[config.mk]
export PLATFORM = sky130hd
export DESIGN_NAME = pipe_stage_reg
export DESIGN_NICKNAME = d
export VERILOG_FILES = /design/src/rtl/pipe_stage_reg.sv
export SDC_FILE = /design/constraint.sdc
export NUM_CORES = 1
export LEC_CHECK = 0
export ABC_AREA = 1
export CORE_UTILIZATION = 47
export CTS_BUF_LIST = sky130_fd_sc_hd__clkbuf_4 sky130_fd_sc_hd__clkbuf_8 sky130_fd_sc_hd__clkbuf_16
export DETAILED_ROUTE_END_ITERATION = 8
export PLACE_DENSITY = 0.77
export SLEW_MARGIN = 25
export SYNTH_ARGS = -nofsm -noshare
export SYNTH_HDL_FRONTEND = slang
export SYNTH_SLANG_ARGS = --single-unit
[constraint.sdc]
create_clock -name clk_i -period 3.7 [get_ports clk_i]
set_clock_uncertainty 0.2 [all_clocks]
set_input_delay 0.74 -clock clk_i [delete_from_list [all_inputs] [get_ports clk_i]]
set_output_delay 0.74 -clock clk_i [all_outputs]
set_load 0.1 [all_outputs]
[src/rtl/pipe_stage_reg.sv]
// pipe_stage_reg: valid/ready pipeline register with flush, optional 2-entry skid buffer and saturating stall counter
module pipe_stage_reg #(
  parameter int WIDTH = 32,
  parameter int SKID = 1,
  parameter int CNT_W = 16
) (
  input  logic             clk_i,
  input  logic             rst_i,
  input  logic             flush_i,
  input  logic             in_valid_i,
  output logic             in_ready_o,
  input  logic [WIDTH-1:0] in_data_i,
  output logic             out_valid_o,
  input  logic             out_ready_i,
  output logic [WIDTH-1:0] out_data_o,
  output logic [CNT_W-1:0] stall_cnt_o
);
  logic             mv;
  logic [WIDTH-1:0] m;
  logic             in_fire;
  logic             out_fire;
  assign out_valid_o = mv;
  assign out_data_o  = m;
  assign in_fire     = in_valid_i & in_ready_o;
  assign out_fire    = mv & out_ready_i;
  if (SKID != 0) begin : g_skid
    logic             sv;
    logic [WIDTH-1:0] s;
    assign in_ready_o = ~sv;
    // EMPTY/ONE/FULL occupancy; S only fills when M is held, and drains into M first
    always_ff @(posedge clk_i or posedge rst_i)
      if (rst_i) begin
        mv <= 1'b0;
        sv <= 1'b0;
        m  <= '0;
        s  <= '0;
      end else if (flush_i) begin
        mv <= 1'b0;
        sv <= 1'b0;
      end else if (sv) begin
        if (out_fire) begin
          m  <= s;
          sv <= 1'b0;
        end
      end else if (in_fire) begin
        if (~mv | out_fire) begin
          m  <= in_data_i;
          mv <= 1'b1;
        end else begin
          s  <= in_data_i;
          sv <= 1'b1;
        end
      end else if (out_fire) mv <= 1'b0;
  end else begin : g_single
    assign in_ready_o = ~mv | out_ready_i;
    // single entry: refill M whenever it is empty or being emptied this cycle
    always_ff @(posedge clk_i or posedge rst_i)
      if (rst_i) begin
        mv <= 1'b0;
        m  <= '0;
      end else if (flush_i) mv <= 1'b0;
      else if (in_fire) begin
        m  <= in_data_i;
        mv <= 1'b1;
      end else if (out_fire) mv <= 1'b0;
  end
  // back-pressure cycles, saturating; flush does not clear it
  always_ff @(posedge clk_i or posedge rst_i)
    if (rst_i) stall_cnt_o <= '0;
    else if (mv & ~out_ready_i & ~&stall_cnt_o) stall_cnt_o <= stall_cnt_o + CNT_W'(1);
endmodule

==> out/results.ini <==
[yosys]
synth.top_cell.area_share_pct=52.0
synth_edf_count=0
syn_avg_cell_area_um2=7.73
ys_warn_count=0
synth_cell_types=23
synth_nets=549
syn_inst=511
ys_seq_area_share_pct=52.0
synth_common_cells=nand2_1, inv_1, dfrtp_1
synth.top_cells.by_area=dfrtp_1, nand2_1, inv_1
yosysMostFrequentCell=nand2_1
ys_ff_latch=82
synth_flop_cell=dfrtp_1
synth_top_cell_by_area=dfrtp_1
synth_area_um2=3950
async_flop_share_pct=100

[global_route]
grtUsageTotal_pct=20.8
top_usage_layer=met2
grt_max_degree=66
met1_usage_pct=27.4
met2_usage_pct=33.9
antenna_found_initial=0
grt_pass1_wl_um=14200
grt.overflow.total=0
grt_pass1_vias=3153
grtUsageMet3_pct=4.13

[cells_and_area]
nFillCells=739
drive_above_1_share_pct=8.57
antenna_cells=0
syn2layout_area_growth_pct=26.1
nets=628
multiInputGateArea_um2=1420
register_area_um2=2050
finalNonFillerCells=700

[detailed_routing]
drc=2
wl_um=8490
firstDrtPassIters=6
drtAntennaViolNets=0
routedWlPerCell_um=12.1
routed-via-count=3394
initialDrtViolationCount=216
viasPerCell=4.85

[worst_setup_path]
crit_family=buffers and inverters
cp_cell_sequence=clkdlybuf4s50_1
crit_required_ps=2760
endpoint_kind=output pin
critPathKind=reg -> out
cp_num_buf_inv=1
cp-start-kind=flop
cpPeakStageDelay_ps=1150
cp.arrival_ps=1890
slowest_stage=clkdlybuf4s50_1
cp_max_fo=2

[floorplanning]
die_w_um=93.7
initial_core_util_pct=48.3
fp-row-count=33
core_region_area_um2=8180
die_h_um=93.7
die_area_um2=8770
pin_count=87

[clocking]
h-tree-depth=3
root_buffer=clkbuf_8
clkTransAtPathRegs_ps=90
cts.sinks=82
clock_path_buffers=2
clk_latency_ps=340
cts_hold_buf=0
cts_tree=built
cts_resized=0
cts_setup_buffers=0
cts-buffers-inserted=9

[sta]
worst_pin_slew_ps=995
fmax_ghz=0.353
final_hold_viol_count=0
finalSetupTns_ps=0
layout_worst_path_cycle_share_pct=76.5
slew_violations=0
setup_ws_ps=869
finalSetupViolations=0
rsz0062_at_grt=no
period_needed_ps=2830
slew_headroom_pct=33.5

[placement]
numPlacedInstances=684
numPortBuffers=86
pre_cts_ws_ps=1120
dpl.hpwl_um=5760
gp_congestion=0.898

[min_path]
hp-class=reg -> reg

[power_and_ir_drop]
leakage_nw=2.38
finalPower_mw=2.99
power_density_nw_per_um2=600
ir_worst_vdd_uv=359

[run]
maxCapViolations=0

[status]
status=complete, but fails checks
violations=design-rule violations

[power by group]
| part | switching [mW] | total (mW) | leakage, nW | internal [mW] |
|---|---|---|---|---|
| Combinational | 0.901 | 1.19 | 1.25 | 0.285 |
| Sequential | 0.123 | 1.19 | 1.04 | 1.07 |
| Clock | 0.355 | 0.610 | 0.0930 | 0.255 |
| Total | 1.38 | 2.99 | 2.38 | 1.61 |
[cells by family after synthesis]
logic type | count (synthesis) | synth area share [%]
and+or+nand+nor | 209 | 21.5
buffers and inverters | 111 | 12.2
AOI/OAI and AO/OA | 105 | 13.3
DFF | 82 | 52.0
xor gates and xnor gates | 3 | 0.666
adders and majority gates | 1 | 0.317
[area by class of cell]
type	count	share of cell area [%]
clock buffer	9	2.49
clock inverter	7	1.28
inverter	89	6.74
multi-input combinational	318	28.4
sequential	82	41.2
tap	105	2.64
timing repair buffer	90	17.2
[sequential cells by signal, summed over array words and instances, names as in the netlist]
register and count:
g_skid.s 32, out_valid_o 1, g_skid.sv 1, out_data_o 32, stall_cnt_o 16
[layer usage]
layer / vias up / wire length [um]
met2: 99 / 3950
met5: - / 0
met3: 4 / 479
met1: 1566 / 4000
met4: 0 / 55
li1: 1725 / -
[worst paths after layout]
path,from,endpoint,slack [ps],cells past startpoint
setup / recovery,out_data_o[25],out_data_o[25],870,1
hold / removal,g_skid.s[1],g_skid.s[1],290,2
setup reg to reg,stall_cnt_o[1],stall_cnt_o[5],1840,7
hold reg to reg,g_skid.s[1],g_skid.s[1],290,2
max in group asynchronous,rst_i,g_skid.sv,2100,3
min in group asynchronous,rst_i,out_data_o[0],550,2
[layout by cell type (no fill, tap or decap), drive strengths merged]
cell type      instances
nand4                  4
buf                   23
ha                     1
xnor2                  3
nand3b                 3
nand2                167
nor2                  21
clkinv                 6
clkdlybuf4s50         67
clkinvlp               1
nor3                   1
dfrtp                 82
clkbuf                 9
inv                   89
and3                   1
nand3                 12
o21ai                105
[per-stage QoR]
| stage | util (%) | area (um^2) | hold WS (ps) |
|---|---|---|---|
| 3_3_place_gp | 58.6 | 4790 | 267 |
| 2_1_floorplan | - | 3950 | 253 |
| 5_1_grt | 60.9 | 4980 | 323 |
| 4_1_cts | 60.9 | 4980 | 297 |
| 6_report | 60.9 | 4980 | 294 |
| 3_5_place_dp | 58.6 | 4790 | 275 |
(Power assumes the default switching activity.)
==> edit 1, RTL diff (same settings) <==
`WIDTH`: 32 -> 28.
--- a/src/rtl/pipe_stage_reg.sv
+++ b/src/rtl/pipe_stage_reg.sv
@@ -1,5 +1,5 @@
 // pipe_stage_reg: valid/ready pipeline register with flush, optional 2-entry skid buffer and saturating stall counter
 module pipe_stage_reg #(
-  parameter int WIDTH = 32,
+  parameter int WIDTH = 28,
   parameter int SKID = 1,
   parameter int CNT_W = 16
Ports: changed (resized in_data_i and out_data_o); port bits go from 87 to 79. No check against the original RTL was run, so the function may have changed too.
==> edit 1 against the unedited design <==
Sequential cell count decreased by 8. Total power decreased by 7.9%. Global-route usage increased by 0.41 points. Worst setup slack got worse by 0.0099 ns. Hold slack got worse by 0.010 ns. Sequential share of layout area decreased by 0.15 points. Final area decreased by 9.5%. Critical path depth unchanged. Via count decreased by 12%. Cell count decreased by 11%. Combinational power decreased by 13%. Area after synthesis decreased by 10%. Wire length decreased by 11%. Utilization increased by 0.91 points.
==> edit 1: results (changes against the unedited design) <==
<table>
<tr><th>Metric</th><th>Value</th></tr>
<tr><th colspan="2">Critical path</th></tr>
<tr><td>Startpoint of the worst register-to-register path</td><td>g_skid.sv</td></tr>
<tr><td>Reg2Reg Capture Point</td><td>out_data_o[18]</td></tr>
<tr><th colspan="2">STA</th></tr>
<tr><td>Smallest hold slack</td><td>0.2837 ns (-0.01037 ns)</td></tr>
<tr><th colspan="2">Pwr</th></tr>
<tr><td>Standby leakage power</td><td>2.309 nW (-3.1%)</td></tr>
<tr><td>Net switching power of the design</td><td>1.195 mW (-13%)</td></tr>
<tr><th colspan="2">Global routing</th></tr>
<tr><td>Pin count of the biggest net entering global routing</td><td>75 (+14%)</td></tr>
<tr><td>First-pass GRT wire length</td><td>12,830 um (-9.6%)</td></tr>
<tr><td>Number of global-route vias before repair</td><td>2,860 (-9.3%)</td></tr>
<tr><th colspan="2">Hold path</th></tr>
<tr><td>Worst Min Path Start</td><td>g_skid.s[3]</td></tr>
<tr><th colspan="2">Synthesis</th></tr>
<tr><td>Area fraction in compound gates after synthesis</td><td>12.66% (-0.65 points)</td></tr>
<tr><td>Post-synthesis share of cell area spent on xor and xnor gates</td><td>1.481% (+0.82 points)</td></tr>
<tr><td>Number of instances in the synthesized netlist</td><td>444 (-13%)</td></tr>
<tr><td>Arithmetic-cell share of the synthesized area counting full adders, half adders and majority gates</td><td>0.3526% (+0.036 points)</td></tr>
<tr><td>Proportion of synthesized chip area in sequential cells</td><td>52.19% (+0.22 points)</td></tr>
<tr><td>Top area cells in the synthesized netlist</td><td>sky130_fd_sc_hd__dfrtp_1, sky130_fd_sc_hd__nand2_1, sky130_fd_sc_hd__o21ai_0, sky130_fd_sc_hd__inv_1, sky130_fd_sc_hd__buf_6</td></tr>
<tr><td>Number of nets produced by synthesis</td><td>478 (-13%)</td></tr>
<tr><th colspan="2">Status</th></tr>
<tr><td>Status</td><td>complete, no violations</td></tr>
<tr><th colspan="2">Placed design</th></tr>
<tr><td>Quantity of I/O buffers inserted on ports</td><td>78 (-9.3%)</td></tr>
<tr><td>Count of placed standard cells including taps</td><td>604 (-12%)</td></tr>
<tr><td>Post-detailed-placement half-perimeter wirelength</td><td>5070 um (-12%)</td></tr>
<tr><th colspan="2">Routing</th></tr>
<tr><td>Initial drt markers</td><td>188 (-13%)</td></tr>
<tr><td>Wire per inst</td><td>12.13 um (about the same)</td></tr>
<tr><td>Iteration count of the initial detailed-routing pass</td><td>5 (-1)</td></tr>
<tr><td>Vias per std cell</td><td>4.834 (-0.30%)</td></tr>
<tr><th colspan="2">Layout</th></tr>
<tr><td>Net count of the finished layout</td><td>550 (-12%)</td></tr>
<tr><td>Share of cells above drive strength 1</td><td>10.36% (+1.8 points)</td></tr>
</table>
-- edit 1: cell types whose count changed after synthesis, moves of 3 or more --
| cell | unedited run | this run |
|---|---|---|
| sky130_fd_sc_hd__xor2_1 | 0 | 3 |
| sky130_fd_sc_hd__o21ai_0 | 64 | 85 |
| sky130_fd_sc_hd__nor2_1 | 18 | 14 |
| sky130_fd_sc_hd__dfrtp_1 | 82 | 74 |
| sky130_fd_sc_hd__inv_1 | 86 | 48 |
| sky130_fd_sc_hd__o21ai_1 | 41 | 3 |
| sky130_fd_sc_hd__buf_2 | 8 | 5 |
-- edit 1: layout make-up --
type | instances | area [um2] | area share [%]
multi-input cells | 300 | 1374 | 30.48
flip-flops and latches | 74 | 1852 | 41.09
inverters | 50 | 187.7 | 4.164
well taps | 99 | 123.9 | 2.748
clock buffers | 11 | 145.1 | 3.220
repair buffers | 81 | 770.7 | 17.10
clock inverters | 5 | 53.80 | 1.194
-- edit 1: worst max path at each step --
| stage | start | to | slack, ns | depth (start not counted) |
|---|---|---|---|---|
| 2_1_floorplan | rst_i | g_skid.s[0] | 0.88 | 1 |
| 3_3_place_gp | out_ready_i | out_data_o[22] | 1.0 | 7 |
| 3_5_place_dp | out_ready_i | out_data_o[18] | 0.89 | 7 |
| 4_1_cts | stall_cnt_o[1] | stall_cnt_o[1] | 0.85 | 1 |
| 5_1_grt | stall_cnt_o[1] | stall_cnt_o[1] | 0.82 | 1 |
| 6_report | stall_cnt_o[1] | stall_cnt_o[1] | 0.86 | 1 |
-- edit 1: per-layer routing --
layer	vias up	wire length, um	GRT usage, %
met3	7	329	4.617
met1	1389	3425	27.82
li1	1530	-	-
met4	0	70	6.745
met5	-	0	0
met2	71	3697	35.38
-- edit 1: power groups by stage --
stage	sequential, mW	clock, mW	combinational [mW]
3_3_place_gp	1.09	0	1.02
3_5_place_dp	1.10	0	1.04
6_report	1.09	0.632	1.03
2_1_floorplan	1.66	0	0.219
4_1_cts	1.08	0.648	1.04
5_1_grt	1.11	0.682	1.10
-- edit 1: worst min-delay path, cell delays in order (launching register included) --
cell and delay [ns]:
sky130_fd_sc_hd__dfrtp_1 0.35, sky130_fd_sc_hd__nand2_1 0.05, sky130_fd_sc_hd__o21ai_0 0.05
-- edit 1: metrics by stage --
stage | util [%] | worst slack [ns] | cell area [um2]
floorplan | - | 0.8784 | 3548
global placement | 59.08 | 0.9985 | 4308
detailed placement | 59.08 | 0.8927 | 4308
CTS | 61.81 | 0.8478 | 4507
global route | 61.81 | 0.8190 | 4507
finish | 61.81 | 0.8593 | 4507
==> edit 2, RTL diff (config.mk and constraints unchanged) <==
Without the edit above. Put one more register stage on the output `stall_cnt_o`, with the module's reset. The value now appears one clock later. The other outputs are not delayed to match.
--- a/src/rtl/pipe_stage_reg.sv
+++ b/src/rtl/pipe_stage_reg.sv
@@ -16,4 +16,6 @@
   output logic [CNT_W-1:0] stall_cnt_o
 );
+
+  logic [CNT_W-1:0] stall_cnt_s0;
   logic             mv;
   logic [WIDTH-1:0] m;
@@ -67,6 +69,14 @@
   // back-pressure cycles, saturating; flush does not clear it
   always_ff @(posedge clk_i or posedge rst_i)
-    if (rst_i) stall_cnt_o <= '0;
-    else if (mv & ~out_ready_i & ~&stall_cnt_o) stall_cnt_o <= stall_cnt_o + CNT_W'(1);
+    if (rst_i) stall_cnt_s0 <= '0;
+    else if (mv & ~out_ready_i & ~&stall_cnt_s0) stall_cnt_s0 <= stall_cnt_s0 + CNT_W'(1);
+  always_ff @(posedge clk_i or posedge rst_i) begin
+      if (rst_i) begin
+          stall_cnt_o <= '0;
+      end else begin
+          stall_cnt_o <= stall_cnt_s0;
+      end
+  end
+
 endmodule
 
Formal check against the unedited RTL: not equivalent (a bounded check fails within 4 cycles, from zero or initial values and one cycle with rst_i high).
==> edit 2 against the unedited design <==
Wire length increased by 3.5%. Utilization decreased by 0.56 points. Critical path type unchanged. Total power increased by 17%. Worst setup slack improved by 0.017 ns. Final area increased by 13%. First-iteration DRC count decreased by 46%. Sequential cell count increased by 16. Area after synthesis increased by 14%.
==> edit 2: results (changes against the unedited design) <==
<table>
<tr><th>Metric</th><th>Value</th></tr>
<tr><th colspan="2">Synthesis</th></tr>
<tr><td>Number of nets produced by synthesis</td><td>568 (+3.5%)</td></tr>
<tr><td>Proportion of synthesized chip area in sequential cells</td><td>54.41% (+2.4 points)</td></tr>
<tr><td>Post-synth top cells</td><td>sky130_fd_sc_hd__nand2_1, sky130_fd_sc_hd__dfrtp_1, sky130_fd_sc_hd__inv_1</td></tr>
<tr><td>Top area cells in the synthesized netlist</td><td>sky130_fd_sc_hd__dfrtp_1, sky130_fd_sc_hd__nand2_1, sky130_fd_sc_hd__o21ai_0, sky130_fd_sc_hd__inv_1, sky130_fd_sc_hd__o21ai_2</td></tr>
<tr><th colspan="2">Global routing</th></tr>
<tr><td>Met3 global-route usage</td><td>3.134% (-0.99 points)</td></tr>
<tr><td>Gr usage total</td><td>19.58% (-1.3 points)</td></tr>
<tr><td>Pin count of the biggest net entering global routing</td><td>67 (+1.5%)</td></tr>
<tr><td>Met1 Track Usage GR</td><td>25.57% (-1.9 points)</td></tr>
<tr><th colspan="2">Routing</th></tr>
<tr><td>Wire per inst</td><td>11.84 um (-2.4%)</td></tr>
<tr><td>Routed wire length</td><td>8782 um (+3.5%)</td></tr>
<tr><td>Initial drt markers</td><td>116 (-46%)</td></tr>
<tr><th colspan="2">Layout</th></tr>
<tr><td>Net count of the finished layout</td><td>648 (+3.2%)</td></tr>
<tr><th colspan="2">Placed design</th></tr>
<tr><td>Last weighted congestion value of the routability-driven placer</td><td>0.9653 (+7.5%)</td></tr>
<tr><td>Post-detailed-placement half-perimeter wirelength</td><td>6228 um (+8.1%)</td></tr>
<tr><td>Count of placed standard cells including taps</td><td>728 (+6.4%)</td></tr>
<tr><th colspan="2">Status</th></tr>
<tr><td>Status</td><td>complete, no violations</td></tr>
<tr><th colspan="2">STA</th></tr>
<tr><td>Worst slew pin tran</td><td>1.014 ns (+0.01921 ns)</td></tr>
<tr><th colspan="2">Pwr</th></tr>
<tr><td>Maximum resistive drop on vdd</td><td>0.4263 mV (+19%)</td></tr>
<tr><td>Net switching power of the design</td><td>1.535 mW (+11%)</td></tr>
<tr><td>Standby leakage power</td><td>2.624 nW (+10%)</td></tr>
<tr><th colspan="2">Critical path</th></tr>
<tr><td>Setup slack, reg-to-reg</td><td>1.44 ns (-0.40 ns)</td></tr>
<tr><td>Worst endpoint data arrival time</td><td>1.87 ns (-0.02 ns)</td></tr>
<tr><td>Reg2Reg Capture Point</td><td>stall_cnt_s0[9]</td></tr>
<tr><th colspan="2">Hold path</th></tr>
<tr><td>Endpoint with the worst hold slack</td><td>stall_cnt_o[14]</td></tr>
<tr><td>Worst Min Path Start</td><td>stall_cnt_s0[14]</td></tr>
<tr><td>Cell depth of the worst min-delay path</td><td>0 (-2)</td></tr>
</table>
edit 2: changes by cell type in the layout (fill, tap and decap cells not counted), sizes merged, moves of 2 or more:
cell	change
buf	-14
clkdlybuf4s50	+15
clkinv	-5
clkinvlp	+2
dfrtp	+16
nand3	-3
nand3b	-2
nand4	+5
edit 2: cell type report:
type,instances,area share (%)
sequential,98,43.80
multi-input combinational,321,27.99
timing repair buffer,91,16.08
inverter,89,6.008
tap,129,2.881
clock buffer,9,2.211
clock inverter,5,1.027
edit 2: cell families after synthesis:
family,count (synthesis),synth area share (%)
fa+ha+maj,1,0.2776
flops,98,54.41
buf+inv,111,10.97
xor+xnor,3,0.5831
compound gates,106,14.49
simple gates,211,19.27
edit 2: how the worst max path moves through the flow:
stage | startpoint | endpoint | slack, ns | depth (start not counted)
6_report | out_data_o[27] | out_data_o[27] | 0.89 | 1
5_1_grt | out_data_o[27] | out_data_o[27] | 0.83 | 1
4_1_cts | out_data_o[27] | out_data_o[27] | 0.85 | 1
3_5_place_dp | out_ready_i | out_valid_o | 0.83 | 8
3_3_place_gp | out_ready_i | out_valid_o | 0.89 | 8
2_1_floorplan | rst_i | g_skid.s[0] | 0.20 | 1
edit 2: worst reg2reg max path, stage by stage, from the launching register on:
cell and delay (ns):
sky130_fd_sc_hd__dfrtp_1 0.48, sky130_fd_sc_hd__ha_1 0.32, sky130_fd_sc_hd__inv_1 0.09, sky130_fd_sc_hd__nor2_2 0.06, sky130_fd_sc_hd__nand2_1 0.10, sky130_fd_sc_hd__nor2_1 0.08, sky130_fd_sc_hd__nor2_1 0.63, sky130_fd_sc_hd__nand2_1 0.16
sky130_fd_sc_hd__o21ai_2 0.08
edit 2: power by group through the flow:
stage | clock (mW) | sequential, mW | combinational (mW)
finish | 0.653 | 1.45 | 1.38
global route | 0.715 | 1.49 | 1.46
CTS | 0.674 | 1.45 | 1.39
detailed placement | 0 | 1.47 | 1.39
global placement | 0 | 1.47 | 1.37
floorplan | 0 | 2.18 | 0.334
edit 2: through the flow:
stage | area (um2) | setup slack [ns]
floorplan | 4507 | 0.1979
global placement | 5415 | 0.8872
detailed placement | 5415 | 0.8345
CTS | 5597 | 0.8479
global route | 5602 | 0.8294
finish | 5602 | 0.8858
edit 2: routing by layer:
layer	vias to the layer above	routed length, um
met5	-	0
met4	0	99
met3	7	298
li1	1793	-
met2	65	4193
met1	1635	4190
